[config.mk]
export PLATFORM = sky130hd
export DESIGN_NAME = fft_mem_arbiter_flat
export DESIGN_NICKNAME = d
export VERILOG_FILES = /design/src/rtl/fft_mem_arbiter_if.sv /design/src/rtl/fft_mem_arbiter.sv /design/src/flat_wrapper.sv
export SDC_FILE = /design/constraint.sdc
export NUM_CORES = 1
export LEC_CHECK = 0
export CAP_MARGIN = 15
export CELL_PAD_IN_SITES_DETAIL_PLACEMENT = 0
export CELL_PAD_IN_SITES_GLOBAL_PLACEMENT = 2
export CORE_AREA = 4 4 144 146
export CTS_CLUSTER_DIAMETER = 120
export DETAILED_ROUTE_END_ITERATION = 10
export DIE_AREA = 0 0 148 150
export PLACE_DENSITY = 0.83
export SLEW_MARGIN = 5
export SYNTH_ARGS = -nofsm -noshare
export SYNTH_HDL_FRONTEND = slang
export SYNTH_SLANG_ARGS = --single-unit
[constraint.sdc]
create_clock -name clk_i -period 1.56 [get_ports clk_i]
set_clock_uncertainty 0.15 [all_clocks]
set_input_delay 0.156 -clock clk_i [delete_from_list [all_inputs] [get_ports clk_i]]
set_output_delay 0.156 -clock clk_i [all_outputs]
set_load 0.05 [all_outputs]
[src/rtl/fft_mem_arbiter_if.sv]
// Bundles the two requester ports, the memory command/return bus and the
// monitoring counters of the FFT sample-memory arbiter.
interface fft_mem_arbiter_if #(
    parameter int ADDR_WIDTH = 11,
    parameter int DATA_WIDTH = 32
) ();
    logic                  eng_req_i;
    logic                  eng_we_i;
    logic [ADDR_WIDTH-1:0] eng_addr_i;
    logic [DATA_WIDTH-1:0] eng_wdata_i;
    logic                  eng_gnt_o;
    logic                  eng_rvalid_o;
    logic [DATA_WIDTH-1:0] eng_rdata_o;

    logic                  host_req_i;
    logic                  host_we_i;
    logic [ADDR_WIDTH-1:0] host_addr_i;
    logic [DATA_WIDTH-1:0] host_wdata_i;
    logic                  host_gnt_o;
    logic                  host_rvalid_o;
    logic [DATA_WIDTH-1:0] host_rdata_o;

    logic [ADDR_WIDTH-1:0] mem_addr_o;
    logic [DATA_WIDTH-1:0] mem_wdata_o;
    logic                  mem_write_o;
    logic [DATA_WIDTH-1:0] mem_rdata_i;

    logic [3:0]            starve_cnt_o;
    logic [15:0]           conflict_cnt_o;

    modport slave (
        input  eng_req_i, eng_we_i, eng_addr_i, eng_wdata_i,
        input  host_req_i, host_we_i, host_addr_i, host_wdata_i,
        input  mem_rdata_i,
        output eng_gnt_o, eng_rvalid_o, eng_rdata_o,
        output host_gnt_o, host_rvalid_o, host_rdata_o,
        output mem_addr_o, mem_wdata_o, mem_write_o,
        output starve_cnt_o, conflict_cnt_o
    );

    modport master (
        output eng_req_i, eng_we_i, eng_addr_i, eng_wdata_i,
        output host_req_i, host_we_i, host_addr_i, host_wdata_i,
        output mem_rdata_i,
        input  eng_gnt_o, eng_rvalid_o, eng_rdata_o,
        input  host_gnt_o, host_rvalid_o, host_rdata_o,
        input  mem_addr_o, mem_wdata_o, mem_write_o,
        input  starve_cnt_o, conflict_cnt_o
    );
endinterface

[src/rtl/fft_mem_arbiter.sv]
// Single-port FFT sample-memory arbiter: engine has priority, host is forced a
// grant after STARVE_LIMIT lost cycles; read data is routed back to its issuer.
module fft_mem_arbiter #(
    parameter int ADDR_WIDTH   = 11,
    parameter int DATA_WIDTH   = 32,
    parameter int STARVE_LIMIT = 4
) (
    input  logic             clk_i,
    input  logic             reset_n_i,
    fft_mem_arbiter_if.slave bus
);
    localparam logic [3:0]  LIMIT_C    = 4'(STARVE_LIMIT);
    localparam logic [15:0] CONF_MAX_C = 16'hFFFF;

    logic                  both_req_s;
    logic                  eng_gnt_s;
    logic                  host_gnt_s;
    logic                  any_gnt_s;
    logic                  win_we_s;
    logic [ADDR_WIDTH-1:0] win_addr_s;
    logic [DATA_WIDTH-1:0] win_wdata_s;

    logic [3:0]            starve_q,    starve_d;
    logic [15:0]           conflict_q,  conflict_d;
    logic                  eng_rd_q,    eng_rd_d;
    logic                  host_rd_q,   host_rd_d;
    logic [ADDR_WIDTH-1:0] last_addr_q, last_addr_d;

    // Arbitration; grants are held off while reset is asserted.
    always_comb begin
        both_req_s = bus.eng_req_i & bus.host_req_i;
        eng_gnt_s  = 1'b0;
        host_gnt_s = 1'b0;
        if (!reset_n_i) begin
            eng_gnt_s  = 1'b0;
            host_gnt_s = 1'b0;
        end else if (both_req_s) begin
            if (starve_q >= LIMIT_C) begin
                host_gnt_s = 1'b1;
            end else begin
                eng_gnt_s = 1'b1;
            end
        end else if (bus.eng_req_i) begin
            eng_gnt_s = 1'b1;
        end else if (bus.host_req_i) begin
            host_gnt_s = 1'b1;
        end else begin
            eng_gnt_s  = 1'b0;
            host_gnt_s = 1'b0;
        end
        any_gnt_s = eng_gnt_s | host_gnt_s;
    end

    // Winner field mux.
    always_comb begin
        if (host_gnt_s) begin
            win_we_s    = bus.host_we_i;
            win_addr_s  = bus.host_addr_i;
            win_wdata_s = bus.host_wdata_i;
        end else if (eng_gnt_s) begin
            win_we_s    = bus.eng_we_i;
            win_addr_s  = bus.eng_addr_i;
            win_wdata_s = bus.eng_wdata_i;
        end else begin
            win_we_s    = 1'b0;
            win_addr_s  = last_addr_q;
            win_wdata_s = '0;
        end
    end

    // Next-state: starvation/conflict counters, read owner, address shadow.
    always_comb begin
        if (host_gnt_s) begin
            starve_d = 4'd0;
        end else if (both_req_s) begin
            starve_d = starve_q + 4'd1;
        end else begin
            starve_d = starve_q;
        end

        if (both_req_s && (conflict_q != CONF_MAX_C)) begin
            conflict_d = conflict_q + 16'd1;
        end else begin
            conflict_d = conflict_q;
        end

        eng_rd_d    = eng_gnt_s  & ~bus.eng_we_i;
        host_rd_d   = host_gnt_s & ~bus.host_we_i;
        last_addr_d = win_addr_s;
    end

    // State registers.
    always_ff @(posedge clk_i or negedge reset_n_i) begin
        if (!reset_n_i) begin
            starve_q    <= 4'd0;
            conflict_q  <= 16'd0;
            eng_rd_q    <= 1'b0;
            host_rd_q   <= 1'b0;
            last_addr_q <= '0;
        end else begin
            starve_q    <= starve_d;
            conflict_q  <= conflict_d;
            eng_rd_q    <= eng_rd_d;
            host_rd_q   <= host_rd_d;
            last_addr_q <= last_addr_d;
        end
    end

    // Output drive; read data is shared and qualified only by rvalid.
    always_comb begin
        bus.eng_gnt_o      = eng_gnt_s;
        bus.host_gnt_o     = host_gnt_s;
        bus.mem_addr_o     = win_addr_s;
        bus.mem_wdata_o    = win_wdata_s;
        bus.mem_write_o    = win_we_s & any_gnt_s;
        bus.eng_rvalid_o   = eng_rd_q;
        bus.host_rvalid_o  = host_rd_q;
        bus.eng_rdata_o    = bus.mem_rdata_i;
        bus.host_rdata_o   = bus.mem_rdata_i;
        bus.starve_cnt_o   = starve_q;
        bus.conflict_cnt_o = conflict_q;
    end
endmodule

[src/flat_wrapper.sv]
// flat-port wrapper written by rule: the top's interface ports become plain ports
module fft_mem_arbiter_flat 
#(
    parameter int ADDR_WIDTH   = 11,
    parameter int DATA_WIDTH   = 32,
    parameter int STARVE_LIMIT = 4
)
  (clk_i, reset_n_i, bus_eng_req_i, bus_eng_we_i, bus_eng_addr_i, bus_eng_wdata_i, bus_host_req_i, bus_host_we_i, bus_host_addr_i, bus_host_wdata_i, bus_mem_rdata_i, bus_eng_gnt_o, bus_eng_rvalid_o, bus_eng_rdata_o, bus_host_gnt_o, bus_host_rvalid_o, bus_host_rdata_o, bus_mem_addr_o, bus_mem_wdata_o, bus_mem_write_o, bus_starve_cnt_o, bus_conflict_cnt_o);
  fft_mem_arbiter_if #(.ADDR_WIDTH(ADDR_WIDTH), .DATA_WIDTH(DATA_WIDTH)) bus_i ();
  input  logic clk_i;
  input  logic reset_n_i;
  input wire logic [$bits(bus_i.eng_req_i)-1:0] bus_eng_req_i;
  input wire logic [$bits(bus_i.eng_we_i)-1:0] bus_eng_we_i;
  input wire logic [$bits(bus_i.eng_addr_i)-1:0] bus_eng_addr_i;
  input wire logic [$bits(bus_i.eng_wdata_i)-1:0] bus_eng_wdata_i;
  input wire logic [$bits(bus_i.host_req_i)-1:0] bus_host_req_i;
  input wire logic [$bits(bus_i.host_we_i)-1:0] bus_host_we_i;
  input wire logic [$bits(bus_i.host_addr_i)-1:0] bus_host_addr_i;
  input wire logic [$bits(bus_i.host_wdata_i)-1:0] bus_host_wdata_i;
  input wire logic [$bits(bus_i.mem_rdata_i)-1:0] bus_mem_rdata_i;
  output wire logic [$bits(bus_i.eng_gnt_o)-1:0] bus_eng_gnt_o;
  output wire logic [$bits(bus_i.eng_rvalid_o)-1:0] bus_eng_rvalid_o;
  output wire logic [$bits(bus_i.eng_rdata_o)-1:0] bus_eng_rdata_o;
  output wire logic [$bits(bus_i.host_gnt_o)-1:0] bus_host_gnt_o;
  output wire logic [$bits(bus_i.host_rvalid_o)-1:0] bus_host_rvalid_o;
  output wire logic [$bits(bus_i.host_rdata_o)-1:0] bus_host_rdata_o;
  output wire logic [$bits(bus_i.mem_addr_o)-1:0] bus_mem_addr_o;
  output wire logic [$bits(bus_i.mem_wdata_o)-1:0] bus_mem_wdata_o;
  output wire logic [$bits(bus_i.mem_write_o)-1:0] bus_mem_write_o;
  output wire logic [$bits(bus_i.starve_cnt_o)-1:0] bus_starve_cnt_o;
  output wire logic [$bits(bus_i.conflict_cnt_o)-1:0] bus_conflict_cnt_o;
  assign bus_i.eng_req_i = bus_eng_req_i;
  assign bus_i.eng_we_i = bus_eng_we_i;
  assign bus_i.eng_addr_i = bus_eng_addr_i;
  assign bus_i.eng_wdata_i = bus_eng_wdata_i;
  assign bus_i.host_req_i = bus_host_req_i;
  assign bus_i.host_we_i = bus_host_we_i;
  assign bus_i.host_addr_i = bus_host_addr_i;
  assign bus_i.host_wdata_i = bus_host_wdata_i;
  assign bus_i.mem_rdata_i = bus_mem_rdata_i;
  assign bus_eng_gnt_o = bus_i.eng_gnt_o;
  assign bus_eng_rvalid_o = bus_i.eng_rvalid_o;
  assign bus_eng_rdata_o = bus_i.eng_rdata_o;
  assign bus_host_gnt_o = bus_i.host_gnt_o;
  assign bus_host_rvalid_o = bus_i.host_rvalid_o;
  assign bus_host_rdata_o = bus_i.host_rdata_o;
  assign bus_mem_addr_o = bus_i.mem_addr_o;
  assign bus_mem_wdata_o = bus_i.mem_wdata_o;
  assign bus_mem_write_o = bus_i.mem_write_o;
  assign bus_starve_cnt_o = bus_i.starve_cnt_o;
  assign bus_conflict_cnt_o = bus_i.conflict_cnt_o;
  fft_mem_arbiter #(.ADDR_WIDTH(ADDR_WIDTH), .DATA_WIDTH(DATA_WIDTH), .STARVE_LIMIT(STARVE_LIMIT)) u_core (.clk_i(clk_i), .reset_n_i(reset_n_i), .bus(bus_i));
endmodule
After elaboration in Yosys (flattened, before gate mapping)
Index checks and enable logic that the tools add are counted.
{ "op_classes": {"addsub": 2, "order_cmp": 1, "eq_ne": 1, "muxes": 17, "bitwise": 7, "reduce_logical": 2} }
{ "ops": {"columns": ["operator", "count"], "rows": [
  ["$mux W32", 2],
  ["$mux W11", 2],
  ["$add A16 B1 Y16 const B", 1],
  ["$ne A16 B16 Y1 const B", 1],
  ["$mux W1", 11],
  ["$mux W4", 2],
  ["$add A4 B1 Y4 const B", 1],
  ["$and A1 B1 Y1", 4],
  ["$ge A4 B3 Y1 const B", 1],
  ["$not A1 Y1", 2],
  ["$reduce_bool A2 Y1", 1],
  ["$logic_and A1 B1 Y1", 1],
  ["$or A1 B1 Y1", 1]
]} }
{ "word_totals": {"reg_bits": 33, "input_bits": 124, "out_inout_bits": 132, "word_cells": 35} }

Depth between registers and ports, before layout
{ "logic_depth": {"word_depth": 7, "depth_mapped": 7, "depth_no_buf": 5} }

Least setup slack after synthesis
OpenSTA, ideal clock, no wires.
{ "synth_path": {"path_type": "register to register", "startpoint": "register u_core.starve_q[2], in the netlist u_core.bus.starve_cnt_o[2]", "endpoint": "register u_core.last_addr_q[0]", "t_arrival_ps": 2352, "required_ps": 1162, "path_slack_ps": -1191, "stages_incl_launch_ff": 6, "n_path_buf": 1, "synth_period_minus_slack_ps": 2751, "cell_sequence": "dfrtp_1 o21ai_2 and3_4 buf_6 mux2i_1 o21ai_0"} }
{ "synth_via": {"elab_chain_cells": 6, "word_cells_on_any_way": 9, "cone_classes": "1 x order compare; 8 x mux"} }
{ "synth_lines": {"columns": ["element", "line", "text"], "rows": [
  ["start, declared", "fft_mem_arbiter.sv:23", "logic [3:0] starve_q, starve_d;"],
  ["start signal, assigned", "fft_mem_arbiter.sv:101", "starve_q <= starve_d;"],
  ["$ge A4 B3 Y1 *", "fft_mem_arbiter.sv:38", "if (starve_q >= LIMIT_C) begin"],
  ["$mux W1", "fft_mem_arbiter.sv:38", null],
  ["$mux W1", "fft_mem_arbiter.sv:37", "end else if (both_req_s) begin"],
  ["$mux W1", "fft_mem_arbiter.sv:34", "if (!reset_n_i) begin"],
  ["$mux W11", "fft_mem_arbiter.sv:60", "end else if (eng_gnt_s) begin"],
  ["$mux W11 *", "fft_mem_arbiter.sv:56", "if (host_gnt_s) begin"],
  ["via bus_mem_addr_o[0]", "flat_wrapper.sv:27", "output wire logic [$bits(bus_i.mem_addr_o)-1:0] bus_mem_addr_o;"],
  ["end signal, assigned", "fft_mem_arbiter.sv:105", "last_addr_q <= last_addr_d;"],
  ["end, declared", "fft_mem_arbiter.sv:27", "logic [ADDR_WIDTH-1:0] last_addr_q, last_addr_d;"]
]} }
The timed path passes the listed nets; every way through them passes the cells marked *.
A chain may end at the register's enable or synchronous reset.

Worst setup path after layout
{ "layout_path": {"startpoint": "register u_core.starve_q[3], in the netlist u_core.bus.starve_cnt_o[3]", "endpoint": "output port bus_mem_write_o"} }
{ "layout_via": {"elab_chain_cells": 7, "word_cells_on_any_way": 11, "cone_classes": "1 x order compare; 8 x mux; 2 x bitwise"} }
{ "layout_lines": {"columns": ["element", "line", "text"], "rows": [
  ["$ge A4 B3 Y1 *", "fft_mem_arbiter.sv:38", null],
  ["$mux W1", "fft_mem_arbiter.sv:38", null],
  ["$mux W1", "fft_mem_arbiter.sv:37", null],
  ["$mux W1", "fft_mem_arbiter.sv:34", null],
  ["$mux W1", "fft_mem_arbiter.sv:60", null],
  ["$mux W1", "fft_mem_arbiter.sv:56", null],
  ["$and A1 B1 Y1 *", "fft_mem_arbiter.sv:115", "bus.mem_write_o = win_we_s & any_gnt_s;"],
  ["end, declared", "flat_wrapper.sv:29", "output wire logic [$bits(bus_i.mem_write_o)-1:0] bus_mem_write_o;"]
]} }
Mark *: on every way between the ends. The rest lies on a longest branch, timed or not.

==> results.py <==
metrics = {
    "clock_network": {
        "root_buffer": "clkbuf_16",
        "cts_tree": "yes",
        "clockBufferDepth": 2,
        "cts-buffers-inserted": 5,
        "worstSkewPairLatency_ns": 0.28,
        "path_clk_slew_ns": 0.05,
        "clock_sinks": 33,
        "htree_levels": 2,
    },
    "critical_path": {
        "r2r_end": "u_core.last_addr_q[3]",
        "reg2reg_depth": 6,
        "r2r-start": "u_core.bus.starve_cnt_o[3]",
        "worst-r2r-setup-slack_ns": -0.16,
        "critPathRequiredTime_ns": 1.25,
        "crit_fanout": 8,
        "cp_data_arrival_time_ns": 1.79,
        "end_kind": "primary output",
        "crit_type": "reg2out",
        "start_kind": "flop",
    },
    "grt": {
        "grt_remaining_overflow": 0,
        "grt_pass1_vias": 2756,
        "grt_pass1_wl_um": 17610,
        "track_usage_pct": 10.43,
        "grt_max_degree": 19,
        "antenna_found_initial": 0,
    },
    "detailed_routing": {
        "ant_nets": 0,
        "routed_wl_um": 12140,
        "routedWlPerCell_um": 18.18,
        "routed_via_density": 3.680,
        "dr.pass1.iters": 3,
        "drtIter0Drc": 49,
        "detailroute.via_count": 2458,
        "remaining_drc_errors": 0,
    },
    "yosys": {
        "synth_area_leader_cell": "dfrtp_1",
        "yosys-top-cells-area": "dfrtp_1 33%, buf_4 20%, a22o_1 12%, mux2i_1 4.8%, xnor2_1 3.9%",
        "ys_seq_elements": 33,
        "async_flop_share_pct": 100.0,
        "synth_edf_count": 0,
        "syn_avg_cell_area_um2": 9.725,
        "yosysUniqueCellTypes": 36,
        "postSynthCellCount": 255,
        "post-synth-top-area-fraction_pct": 33.30,
        "synth_fp_nets": 381,
        "synth_area_mm2": 0.002480,
        "yosys_warnings": 0,
        "synthFlopType": "dfrtp_1",
        "seq_area_frac_synth_pct": 33.30,
    },
    "die": {
        "dieWidth_um": 148,
        "ioPinCount": 256,
        "dieArea_mm2": 0.02220,
        "fp.dieH_um": 150,
        "core_area_mm2": 0.01940,
        "row_count": 51,
        "start_util_pct": 12.78,
    },
    "power_and_ir_drop": {
        "ir_drop_mv": 0.4665,
        "power.switching_mw": 2.845,
        "p_comb_share_pct": 66.0,
        "p_seq_share_pct": 19.4,
        "internal-power_mw": 4.077,
        "pwr-share-clk_pct": 14.7,
        "sw_frac_of_total_pct": 41.10,
        "leakagePower_nw": 2.311,
        "powerDensity_mw_per_mm2": 1207,
    },
    "place": {
        "dpl.hpwl_um": 9922,
        "globalplace.congestion": 0.7885,
        "portBuffers": 159,
        "place_ws_ns": -0.4521,
    },
    "final_layout": {
        "final_common_cell": "clkdlybuf4s50_1",
        "post-route-util_pct": 29.56,
        "num_antenna_cells": 0,
        "drive_above_1_share_pct": 57.07,
        "nets": 528,
        "most-common-layout-cells": "88 x clkdlybuf4s50_1, 71 x buf_12, 47 x buf_4",
        "area_growth_syn_to_layout_pct": 131.2,
        "fillers": 2007,
    },
    "timing": {
        "finalCriticalPeriod_ns": 2.095,
        "clock.fmax_mhz": 477.4,
        "fin_crit_sh_pct": 134.3,
        "rsz0062_at_grt": "true",
        "finalSetupViolCount": 57,
        "hold_viol": 0,
        "slew_headroom_pct": 83.01,
        "setup_ws_ns": -0.5346,
        "tightest_slew_ns": 0.2548,
        "slew_violations": 0,
    },
    "worst_hold_path": {
        "hold_path_class": "in2out",
        "hold_start": "bus_mem_rdata_i[10]",
        "hold-path-cell-count": 0,
        "min_to": "bus_eng_rdata_o[10]",
    },
    "run_status": {
        "outcome": "finished, violations left",
        "violations": "setup timing",
    },
    "flow_run": {
        "cap_violations": 0,
    },
}
Yosys cell counts (2+ instances only):
library cell and n:
a21oi_1 2, a22o_1 33, and3_4 2, and4_1 2, and4_4 3, buf_2 8
buf_4 66, buf_6 3, dfrtp_1 33, ha_1 2, mux2i_1 12, nand2_1 22
nand3_1 13, nand3_2 2, nand4_1 4, nor2_1 5, nor2b_1 2, o21ai_0 7
o21ai_1 5, xnor2_1 11, xor2_1 3
metrics by stage:
| step | hold WS, ns | std cells | total power [mW] | TNS [ns] | cell area [um2] |
|---|---|---|---|---|---|
| final | 0.1620 | 668 | 6.921 | -22.81 | 5734 |
| after global routing | 0.1621 | 668 | 7.194 | -25.23 | 5734 |
| after global placement | 0.04342 | 649 | 5.550 | -22.80 | 5295 |
| after floorplan | -0.2896 | 255 | 3.746 | -13.77 | 2892 |
| after CTS | 0.1625 | 667 | 6.976 | -24.74 | 5675 |
| after detailed placement | 0.04426 | 649 | 5.610 | -25.42 | 5295 |
power groups by stage:
stage               registers, mW  logic, mW  clock network, mW
finish                       1.34       4.57               1.01
global placement             1.29       4.26                  0
CTS                          1.33       4.59               1.06
detailed placement           1.31       4.30                  0
global route                 1.36       4.73               1.10
floorplan                    1.64       2.11                  0
worst max-delay path, cell delays in order, from the launching register on:
cell	delay, ns
dfrtp_2	0.43
o21ai_2	0.15
and3_4	0.22
buf_4	0.15
buf_16	0.13
buf_4	0.11
a22o_2	0.17
buf_12	0.14
logic make-up after synthesis:
group                    after synthesis  share of synthesized area [%]
multiplexers                          15                          6.357
XOR/XNOR                              14                          4.945
AND/OR/NAND/NOR                       64                          15.44
buffers and inverters                 78                          23.76
AO/OA/AOI/OAI                         49                          15.19
adder cells (fa/ha/maj)                2                          1.009
flip-flops                            33                          33.30
layer usage:
layer | track usage (%) | routed length, um | vias to the layer above
met1 | 11.62 | 4677 | 1165
met3 | 5.391 | 1433 | 15
met2 | 17.79 | 5879 | 141
li1 | - | - | 1137
met5 | 0 | 0 | -
met4 | 2.402 | 153 | 0
flip-flops by register name (all words and copies together), names as in the netlist:
signal                     cells
u_core.last_addr_q            11
u_core.bus.conflict_cnt_o     16
u_core.bus.host_rvalid_o       1
u_core.bus.eng_rvalid_o        1
u_core.bus.starve_cnt_o        4
worst max path at each step:
stage	startpoint	slack [ns]	cells after the start	end
floorplan	u_core.bus.starve_cnt_o[2]	-0.32	6	bus_mem_addr_o[6]
global placement	bus_host_req_i	-0.40	7	bus_mem_wdata_o[5]
detailed placement	bus_host_req_i	-0.45	7	bus_mem_addr_o[2]
CTS	u_core.bus.starve_cnt_o[2]	-0.55	6	bus_mem_wdata_o[21]
global route	u_core.bus.starve_cnt_o[3]	-0.57	6	bus_mem_addr_o[2]
finish	u_core.bus.starve_cnt_o[3]	-0.53	7	bus_mem_write_o
area by class of cell:
class / count / area [um2] / area share [%]
timing repair buffer: 218 / 2794 / 48.72
multi-input combinational: 144 / 1614 / 28.15
sequential: 33 / 848.3 / 14.79
tap: 265 / 331.6 / 5.782
clock buffer: 8 / 146.4 / 2.553
what timing repair did:
| item | 4_1_cts | 5_1_grt |
|---|---|---|
| gates cloned | 1 | 0 |
| setup buffers | 10 | 1 |
| gates resized for setup | 28 | 9 |
| pin swaps | 3 | 7 |
| hold buffers | 1 | 0 |
| setup endpoints to repair | 66 | 63 |
| endpoints found under the hold margin | 33 | 0 |
Power figures use the tool's default switching activity.
